==> config.mk <==
export PLATFORM = sky130hd
export DESIGN_NAME = pipeline_if_prefetch
export DESIGN_NICKNAME = d
export VERILOG_FILES = /design/src/rtl/pipeline_if_prefetch_pkg.sv /design/src/rtl/pipeline_if_prefetch_fifo.sv /design/src/rtl/pipeline_if_prefetch.sv
export SDC_FILE = /design/constraint.sdc
export NUM_CORES = 1
export LEC_CHECK = 0
export ABC_AREA = 1
export ABC_CLOCK_PERIOD_IN_PS = 4030
export CORE_MARGIN = 4
export CORE_UTILIZATION = 51
export CTS_CLUSTER_DIAMETER = 120
export CTS_CLUSTER_SIZE = 25
export DETAILED_ROUTE_END_ITERATION = 10
export GPL_TIMING_DRIVEN = 0
export PLACE_DENSITY_LB_ADDON = 0.1
export RECOVER_POWER = 100
export SYNTH_ARGS = -nofsm -noshare
export SYNTH_HDL_FRONTEND = slang
export SYNTH_HIERARCHICAL = 1
export SYNTH_SLANG_ARGS = --single-unit
==> constraint.sdc <==
create_clock -name clk -period 4.03 [get_ports clk]
set_input_delay 0.806 -clock clk [delete_from_list [all_inputs] [get_ports clk]]
set_output_delay 0.806 -clock clk [all_outputs]
set_load 0.01 [all_outputs]
==> src/rtl/pipeline_if_prefetch_pkg.sv <==
// pipeline_if_prefetch_pkg: opcode constants, bubble value and control-transfer decode for the IF stage
package pipeline_if_prefetch_pkg;

    localparam logic [6:0]  OPC_JAL     = 7'b1101111;
    localparam logic [6:0]  OPC_JALR    = 7'b1100111;
    localparam logic [6:0]  OPC_BRANCH  = 7'b1100011;
    localparam logic [31:0] INST_BUBBLE = 32'h0000_0000;

    function automatic logic is_ctrl_xfer(input logic [6:0] opc);
        return (opc == OPC_JAL) || (opc == OPC_JALR) || (opc == OPC_BRANCH);
    endfunction

endpackage

==> src/rtl/pipeline_if_prefetch_fifo.sv <==
// if_fifo: synchronous prefetch queue with clear; dout shows the head entry combinationally
module if_fifo #(
    parameter int WIDTH = 64,
    parameter int DEPTH = 4
) (
    input  logic                       clk,
    input  logic                       rst_n,
    input  logic                       push_i,
    input  logic                       pop_i,
    input  logic                       clr_i,
    input  logic [WIDTH-1:0]           din_i,
    output logic [WIDTH-1:0]           dout_o,
    output logic                       full_o,
    output logic                       empty_o,
    output logic [$clog2(DEPTH+1)-1:0] count_o
);
    localparam int PW = $clog2(DEPTH);
    localparam int CW = $clog2(DEPTH+1);

    logic [WIDTH-1:0] mem_q [DEPTH];
    logic [PW-1:0]    wr_ptr_q, rd_ptr_q;
    logic [CW-1:0]    count_q;

    assign dout_o  = mem_q[rd_ptr_q];
    assign full_o  = count_q == CW'(DEPTH);
    assign empty_o = count_q == '0;
    assign count_o = count_q;

    // storage array; a clear discards the same-cycle write
    always_ff @(posedge clk) begin
        if (push_i && !clr_i) mem_q[wr_ptr_q] <= din_i;
    end

    // pointers wrap naturally because DEPTH is a power of two
    always_ff @(posedge clk or negedge rst_n) begin
        if (!rst_n) begin
            wr_ptr_q <= '0;
            rd_ptr_q <= '0;
            count_q  <= '0;
        end else if (clr_i) begin
            wr_ptr_q <= '0;
            rd_ptr_q <= '0;
            count_q  <= '0;
        end else begin
            if (push_i) wr_ptr_q <= wr_ptr_q + PW'(1);
            if (pop_i)  rd_ptr_q <= rd_ptr_q + PW'(1);
            count_q <= count_q + CW'(push_i) - CW'(pop_i);
        end
    end

endmodule

==> src/rtl/pipeline_if_prefetch.sv <==
// pipeline_if_prefetch: IF stage that prefetches into a small queue, flushes on redirect and can halt after branches
module pipeline_if_prefetch
    import pipeline_if_prefetch_pkg::*;
#(
    parameter int                ADDR_W      = 32,
    parameter int                INST_W      = 32,
    parameter int                DEPTH       = 4,
    parameter int                BRANCH_WAIT = 1,
    parameter logic [ADDR_W-1:0] RESET_PC    = '0
) (
    input  logic              clk,
    input  logic              rst_n,
    input  logic              rdy,
    input  logic              stall_i,
    input  logic              redirect_i,
    input  logic [ADDR_W-1:0] redirect_pc_i,
    output logic [ADDR_W-1:0] pc_o,
    output logic [INST_W-1:0] inst_o,
    output logic              stall_o,
    output logic [ADDR_W-1:0] ram_addr_o,
    output logic              ram_re_o,
    input  logic              ram_busy_i,
    input  logic              ram_done_i,
    input  logic [INST_W-1:0] ram_data_i
);
    localparam int CW = $clog2(DEPTH+1);

    logic [ADDR_W-1:0] fetch_pc_q, fetch_pc_d, req_pc_q, req_pc_d, pc_q, pc_d;
    logic [INST_W-1:0] inst_q, inst_d;
    logic              outstanding_q, outstanding_d, discard_q, discard_d, hold_q, hold_d;
    logic              push, pop, clr, fifo_full, fifo_empty;
    logic [CW-1:0]     fifo_count;
    logic [ADDR_W+INST_W-1:0] fifo_dout;

    // a request is withheld during a redirect so no wrong-path read is ever accepted
    assign ram_re_o   = rdy && !ram_busy_i && !outstanding_q && !hold_q && !redirect_i && !fifo_full
                        && ((fifo_count + CW'(outstanding_q)) < CW'(DEPTH));
    assign push       = rdy && ram_done_i && !discard_q && !redirect_i;
    assign pop        = rdy && !stall_i && !fifo_empty && !redirect_i;
    assign clr        = rdy && redirect_i;
    assign stall_o    = fifo_empty;
    assign ram_addr_o = fetch_pc_q;
    assign pc_o       = pc_q;
    assign inst_o     = inst_q;

    if_fifo #(.WIDTH(ADDR_W + INST_W), .DEPTH(DEPTH)) u_fifo (
        .clk     (clk),
        .rst_n   (rst_n),
        .push_i  (push),
        .pop_i   (pop),
        .clr_i   (clr),
        .din_i   ({req_pc_q, ram_data_i}),
        .dout_o  (fifo_dout),
        .full_o  (fifo_full),
        .empty_o (fifo_empty),
        .count_o (fifo_count)
    );

    // next state: request/response bookkeeping, output pop, then redirect overrides
    always_comb begin
        fetch_pc_d    = fetch_pc_q;
        req_pc_d      = req_pc_q;
        pc_d          = pc_q;
        inst_d        = inst_q;
        outstanding_d = outstanding_q;
        discard_d     = discard_q;
        hold_d        = hold_q;
        if (rdy) begin
            outstanding_d = outstanding_q && !ram_done_i;
            discard_d     = discard_q && !ram_done_i;
            if (ram_re_o) begin
                outstanding_d = 1'b1;
                req_pc_d      = fetch_pc_q;
                fetch_pc_d    = fetch_pc_q + ADDR_W'(4);
            end
            if (push && BRANCH_WAIT != 0 && is_ctrl_xfer(ram_data_i[6:0])) hold_d = 1'b1;
            if (pop) {pc_d, inst_d} = fifo_dout;
            else if (!stall_i) inst_d = INST_W'(INST_BUBBLE);
            if (redirect_i) begin
                fetch_pc_d = redirect_pc_i;
                hold_d     = 1'b0;
                inst_d     = INST_W'(INST_BUBBLE);
                discard_d  = outstanding_q && !ram_done_i;
            end
        end
    end

    // state registers
    always_ff @(posedge clk or negedge rst_n) begin
        if (!rst_n) begin
            fetch_pc_q    <= RESET_PC;
            req_pc_q      <= '0;
            pc_q          <= '0;
            inst_q        <= '0;
            outstanding_q <= 1'b0;
            discard_q     <= 1'b0;
            hold_q        <= 1'b0;
        end else begin
            fetch_pc_q    <= fetch_pc_d;
            req_pc_q      <= req_pc_d;
            pc_q          <= pc_d;
            inst_q        <= inst_d;
            outstanding_q <= outstanding_d;
            discard_q     <= discard_d;
            hold_q        <= hold_d;
        end
    end

endmodule

**Word-level counts from Yosys, hierarchy flattened**

Memories as Yosys holds them, arrays and structs flattened.
Cells that the tools add are included.
Widths: inputs -> output; s select.

- Memories: 1
- Bits of input ports: 71
- Register bits after elaboration: 138
- Memory bits (writable): 256
- Logic and storage cells: 78
- Output and inout bits: 98

Memories:

| name | depth | bits a word | read ports | clocked after Yosys merged registers in | wr ports | line | source |
|---|---|---|---|---|---|---|---|
| u_fifo.mem_q | 4 | 64 | 1 | 0 | 1 | pipeline_if_prefetch_fifo.sv:20 | `logic [WIDTH-1:0] mem_q [DEPTH];` |

- $lt $le $gt $ge: 1
- Eq/ne operators: 5
- Reductions and logical operators: 39
- Muxes and demuxes: 16
- Add/subtract/negate cells: 6

Operators with widths:

| kind | count |
|---|---|
| $mux 32 | 5 |
| $add 32x3->32 const B | 1 |
| $eq 7x7->1 const B | 3 |
| $logic_and 1x1->1 | 17 |
| $logic_not 1->1 | 10 |
| $reduce_and 2->1 | 5 |
| $mux 2 | 4 |
| $reduce_bool 2->1 | 4 |
| $add 3x1->3 | 2 |
| $mux 1 | 6 |
| $add 2x1->2 const B | 2 |
| $eq 3x3->1 const B | 1 |
| $logic_not 3->1 | 1 |
| $lt 3x3->1 const B | 1 |
| $mux 3 | 1 |
| $ne 3x1->1 const B | 1 |
| $sub 3x1->3 | 1 |
| $logic_or 1x1->1 | 2 |

**Logic depth before layout (Yosys ltp)**

- Depth after elaboration: 9
- Gate-level depth with buffers: 14
- Gate-level depth less buffers: 12

**By module**

The synthesis kept the hierarchy.

Modules (own cells, without submodules):

| module | sequential area each (um^2) | instances | cells an instance | area each (um^2) |
|---|---|---|---|---|
| if_fifo | 7,862.5 | 1 | 801 | 10,672.7 |
| pipeline_if_prefetch | 3,278.1 | 1 | 802 | 6,112.1 |

**Least setup slack after synthesis**

Ideal clock, no wire load.

- Kind: input to register
- Start point: input port redirect_i
- End point: memory u_fifo.mem_q[0][0] (enable)
- Path slack: -698 ps
- Path buffers: 1
- Arrival: 4,241 ps
- Setup time: 487 ps
- Stages on the path: 4
- Data required time: 3,543 ps
- Path through: buf_2 > nor3_1 > nand2_1 > nor2_1

- Word-level cells in the longest chain between the ends: 5
- Elaborated cells on any way between the ends: 7
- Those cells by class: 2 x mux; 5 x reduce/logical

RTL lines:

| what | line | source |
|---|---|---|
| start, declared | pipeline_if_prefetch.sv:15 | `input logic redirect_i,` |
| $logic_not 1->1 | pipeline_if_prefetch.sv:38 | `assign push = rdy && ram_done_i && !discard_q && !redirect_i;` |
| $logic_and 1x1->1 | pipeline_if_prefetch.sv:38 |  |
| named net push | pipeline_if_prefetch.sv:31 | `logic push, pop, clr, fifo_full, fifo_empty;` |
| $logic_and 1x1->1 | pipeline_if_prefetch_fifo.sv:31 | `if (push_i && !clr_i) mem_q[wr_ptr_q] <= din_i;` |
| $mux 1 | pipeline_if_prefetch_fifo.sv:31 |  |
| $mux 1 (not written as such) | pipeline_if_prefetch_fifo.sv:31 |  |
| end, declared | pipeline_if_prefetch_fifo.sv:20 |  |

The timed path passes the listed nets, and every way through them passes these cells.

**Worst setup path in the final report**

- Start point: input port redirect_i
- End point: output port ram_re_o

- Word-level cells in the longest chain between the ends: 4

RTL lines:

| what | line | source |
|---|---|---|
| $logic_not 1->1 | pipeline_if_prefetch.sv:36 | `assign ram_re_o = rdy && !ram_busy_i && !outstanding_q && !hold_q && !redirect_i && !fifo_full` |
| $logic_and 1x1->1 (2 in series) | pipeline_if_prefetch.sv:36 |  |
| $logic_and 1x1->1 | pipeline_if_prefetch.sv:37 | `&& ((fifo_count + CW'(outstanding_q)) < CW'(DEPTH));` |
| end, declared | pipeline_if_prefetch.sv:21 | `output logic ram_re_o,` |

Every way passes these cells.

==> key figures <==
Status
  – Outcome: complete, but fails checks
  – Violated checks: max-capacitance violations, max-slew violations

STA
  – Unrepaired setup endpoints after global routing: no
  – Slew headroom: -105%
  – Transition time of the tightest slew-check pin: between 3 and 4 ns
  – Worst clock skew: 0.0278 ns
  – Number of max-slew violations in the final report: 63
  – Fin crit share: 93.4%
  – Number of hold violations in the final report: 0
  – Total setup violations reported at the end of the flow: 0
  – Shortest period the worst path allows: roughly 3.8 ns
  – F_max: 266 MHz
  – Hold slack final: 0.469 ns

Power and ir drop
  – Power Density: 527 mW/mm²
  – Peak ir drop on the vdd network: 0.394 mV
  – Static leakage: 0.00848 µW

Place
  – Total of buffers placed on input and output ports: 168
  – Final weighted congestion in routability-driven placement: 0.889
  – HPWL Detailed: 27,800 µm

Clock network
  – Number of H-tree levels: 1
  – Number of clock buffers inserted by TritonCTS: 19
  – Bufs on Longest Clock Path: 3
  – Post-CTS clock slew at the launch and capture registers of the worst setup and hold paths: approximately 0.090 ns
  – Clock tree from TritonCTS: yes
  – Sink Count: 394
  – Buffer count from post-CTS setup fixing: 0
  – Number of instances resized during post-cts repair: 0
  – Clock Root Buffer: sky130_fd_sc_hd__clkbuf_16
  – Post-CTS Hold Fix Bufs: 0
  – Source-to-sink clock delay at the later pin of the worst-skew pair: 0.53 ns

Synthesis
  – Mapped cell area: 0.0168 mm²
  – Post-synth top flop: sky130_fd_sc_hd__edfxtp_1
  – Share of flip-flops with an asynchronous set or reset: 35.0%
  – Flip-flop and latch count after synthesis: 394
  – Yosys warnings: 6
  – Portion of synthesized cell area occupied by the leading cell type: 45.8%
  – Average cell area after synthesis: 10.5 µm²
  – Synth area leader: sky130_fd_sc_hd__edfxtp_1
  – Proportion of synthesized chip area in sequential cells: 66.4%
  – Count of distinct cell types in the synthesized netlist: 34
  – Synth area leaders: sky130_fd_sc_hd__edfxtp_1 (46%), sky130_fd_sc_hd__dfrtp_1 (21%), sky130_fd_sc_hd__nand2_1 (12%)
  – Synthesized Nets: 1,682
  – Number of cells produced by synthesis: roughly 1.6k
  – Number of enable flip-flop cells after synthesis: between 200 and 300

Die
  – Die Span X: around 190 µm
  – Row count: 66
  – Die extent in y: 189 µm
  – Overall die area: roughly 0.036 mm²
  – Initial core utilization: 51.6%
  – I/O Pins: 169
  – Floorplan core area: 0.0325 mm²

Cells and area
  – Most used cells in the layout excluding fill and tap cells: sky130_fd_sc_hd__nand2_1 (532), sky130_fd_sc_hd__edfxtp_1 (256), sky130_fd_sc_hd__inv_1 (217), sky130_fd_sc_hd__dfrtp_1 (138), sky130_fd_sc_hd__dlygate4sd3_1 (130)
  – Post-layout utilization of the core: 60.8%
  – # diodes: 0
  – Synth-to-Final Area Change: 17.8%
  – Fraction of layout instances using a drive strength above 1: 5.29%
  – Number of filler instances in the final layout: between 2k and 3k
  – Most common library cell in the layout ignoring fill and taps: sky130_fd_sc_hd__nand2_1
  – Count of nets after finishing: 1,881

Routing
  – Residual antenna-violating net count after detailed routing: 0
  – Total Routed Length: 40,700 µm
  – Mean routed wirelength per cell: 18.0 µm
  – Iteration-0 DRC Markers: 1,063
  – Vias per cell: approximately 5.2
  – Number of detailed-routing iterations run before antenna repair: 5
  – Via total after detailed routing: 11.6k
  – Residual DRC count: 0

Global route
  – First-pass GRT wire length: roughly 64,000 µm
  – Overflow left after global routing: 0
  – Initial antenna violation count: 0
  – Total GRT Usage: 22.4%
  – Vias in the first global route: 11.2k
  – Maximum number of pins on one net before global-route repair: 77

Job
  – # Max-Cap Violations: 1

Setup path
  – Number of cell instances on the worst register-to-register path: 13
  – Critical Setup Path Class: in2out
  – Worst-path fanout max: 10
  – Launching element type of the critical path: input port
  – Crit path required time: between 3 and 4 ns
  – Data arrival at the endpoint of the critical path: 2.96 ns
  – Critical Path Sink Type: output pin

Worst hold path
  – Kind of path behind the tightest hold check: reg2reg
  – WHS Path Cells: 2
[power by group]
part           internal (µW)  switching (µW)  total (µW)
Combinational           1140            1620        2760
Sequential              5030             516        5540
Clock                    904            1220        2120
Total                   7070            3350       10400
[synthesized netlist by cell type (2+ instances only)]
| cell | instances |
|---|---|
| sky130_fd_sc_hd__a21oi_1 | 14 |
| sky130_fd_sc_hd__a22oi_1 | 3 |
| sky130_fd_sc_hd__and2_1 | 3 |
| sky130_fd_sc_hd__buf_2 | 27 |
| sky130_fd_sc_hd__buf_4 | 2 |
| sky130_fd_sc_hd__buf_6 | 22 |
| sky130_fd_sc_hd__clkbuf_1 | 18 |
| sky130_fd_sc_hd__clkbuf_8 | 5 |
| sky130_fd_sc_hd__dfrtp_1 | 138 |
| sky130_fd_sc_hd__edfxtp_1 | 256 |
| sky130_fd_sc_hd__ha_1 | 7 |
| sky130_fd_sc_hd__inv_1 | 216 |
| sky130_fd_sc_hd__inv_2 | 3 |
| sky130_fd_sc_hd__nand2_1 | 531 |
| sky130_fd_sc_hd__nand2_2 | 2 |
| sky130_fd_sc_hd__nand3_1 | 39 |
| sky130_fd_sc_hd__nor2_1 | 79 |
| sky130_fd_sc_hd__nor2_2 | 4 |
| sky130_fd_sc_hd__nor2_4 | 4 |
| sky130_fd_sc_hd__nor3_1 | 4 |
| sky130_fd_sc_hd__nor3_2 | 2 |
| sky130_fd_sc_hd__o211ai_1 | 128 |
| sky130_fd_sc_hd__o21ai_0 | 74 |
| sky130_fd_sc_hd__o21ai_1 | 7 |
| sky130_fd_sc_hd__o22ai_1 | 4 |
| sky130_fd_sc_hd__or2_2 | 3 |
[worst max-delay path: stages]
cell,delay [ns]
sky130_fd_sc_hd__dlygate4sd3_1,0.60
sky130_fd_sc_hd__inv_2,0.12
sky130_fd_sc_hd__nand2_1,0.13
sky130_fd_sc_hd__nor3_2,0.05
sky130_fd_sc_hd__nand2_2,0.13
sky130_fd_sc_hd__buf_2,0.25
sky130_fd_sc_hd__clkinv_1,0.28
sky130_fd_sc_hd__clkdlybuf4s50_1,0.57
[final cells by class]
type	count	area [µm²]	share of cell area [%]
buffer	74	512	2.59
clock buffer	32	524	2.65
clock inverter	1	8.76	0.0443
inverter	220	826	4.17
multi-input combinational	915	4310	21.8
sequential	394	11100	56.3
tap	442	553	2.80
timing repair buffer	178	1900	9.63
[cell families (layout without fill, tap and decap cells)]
group	count (synthesis)	count (layout)	share of synthesized area, %
simple gates	674	674	15.9
buf+inv	294	505	8.10
flops	394	394	66.4
compound gates	232	232	8.92
fa+ha+maj	8	8	0.641
xor+xnor	1	1	0.0522
[flip-flops by register name (all words and copies together) (netlist names), 2 cells and up]
| register | cells |
|---|---|
| inst_o | 32 |
| pc_o | 32 |
| ram_addr_o | 32 |
| req_pc_q | 32 |
| u_fifo/count_o | 3 |
| u_fifo/mem_q | 256 |
| u_fifo/rd_ptr_q | 2 |
| u_fifo/wr_ptr_q | 2 |
[routing by layer]
layer / wire (µm) / vias up / global-route usage [%] / part of all wire [%]
met5: 0 / - / 0 / 0
met4: 676 / 0 / 4.48 / 1.7
met3: 2180 / 38 / 2.34 / 5.3
met2: 19100 / 340 / 35.8 / 47
met1: 18700 / 5583 / 34.0 / 46
li1: - / 5667 / - / -
[metrics by stage]
step                cell area [µm²]   TNS, ns  setup slack [ns]  total power [µW]  std cells
global placement              19000  -1522.47             -3.91              8500       2213
finish                        19800         0             0.268             10400       2256
global route                  19800         0             0.171             11000       2256
CTS                           19800         0             0.323             10700       2256
floorplan                     16800   -178.65            -0.698              7080       1603
detailed placement            19300         0            0.0733              8550       2223
[path summary, 6_finish.rpt]
check	startpoint	end	slack, ns
min	pc_o[9]	pc_o[9]	0.47
max reg2reg	u_fifo/count_o[1]	u_fifo/count_o[2]	0.85
max	redirect_i	ram_re_o	0.27
max in group asynchronous	rst_n	pc_o[18]	0.90
min reg2reg	pc_o[9]	pc_o[9]	0.47
min in group asynchronous	rst_n	inst_o[14]	1.41
Power figures use the tool's default switching activity.
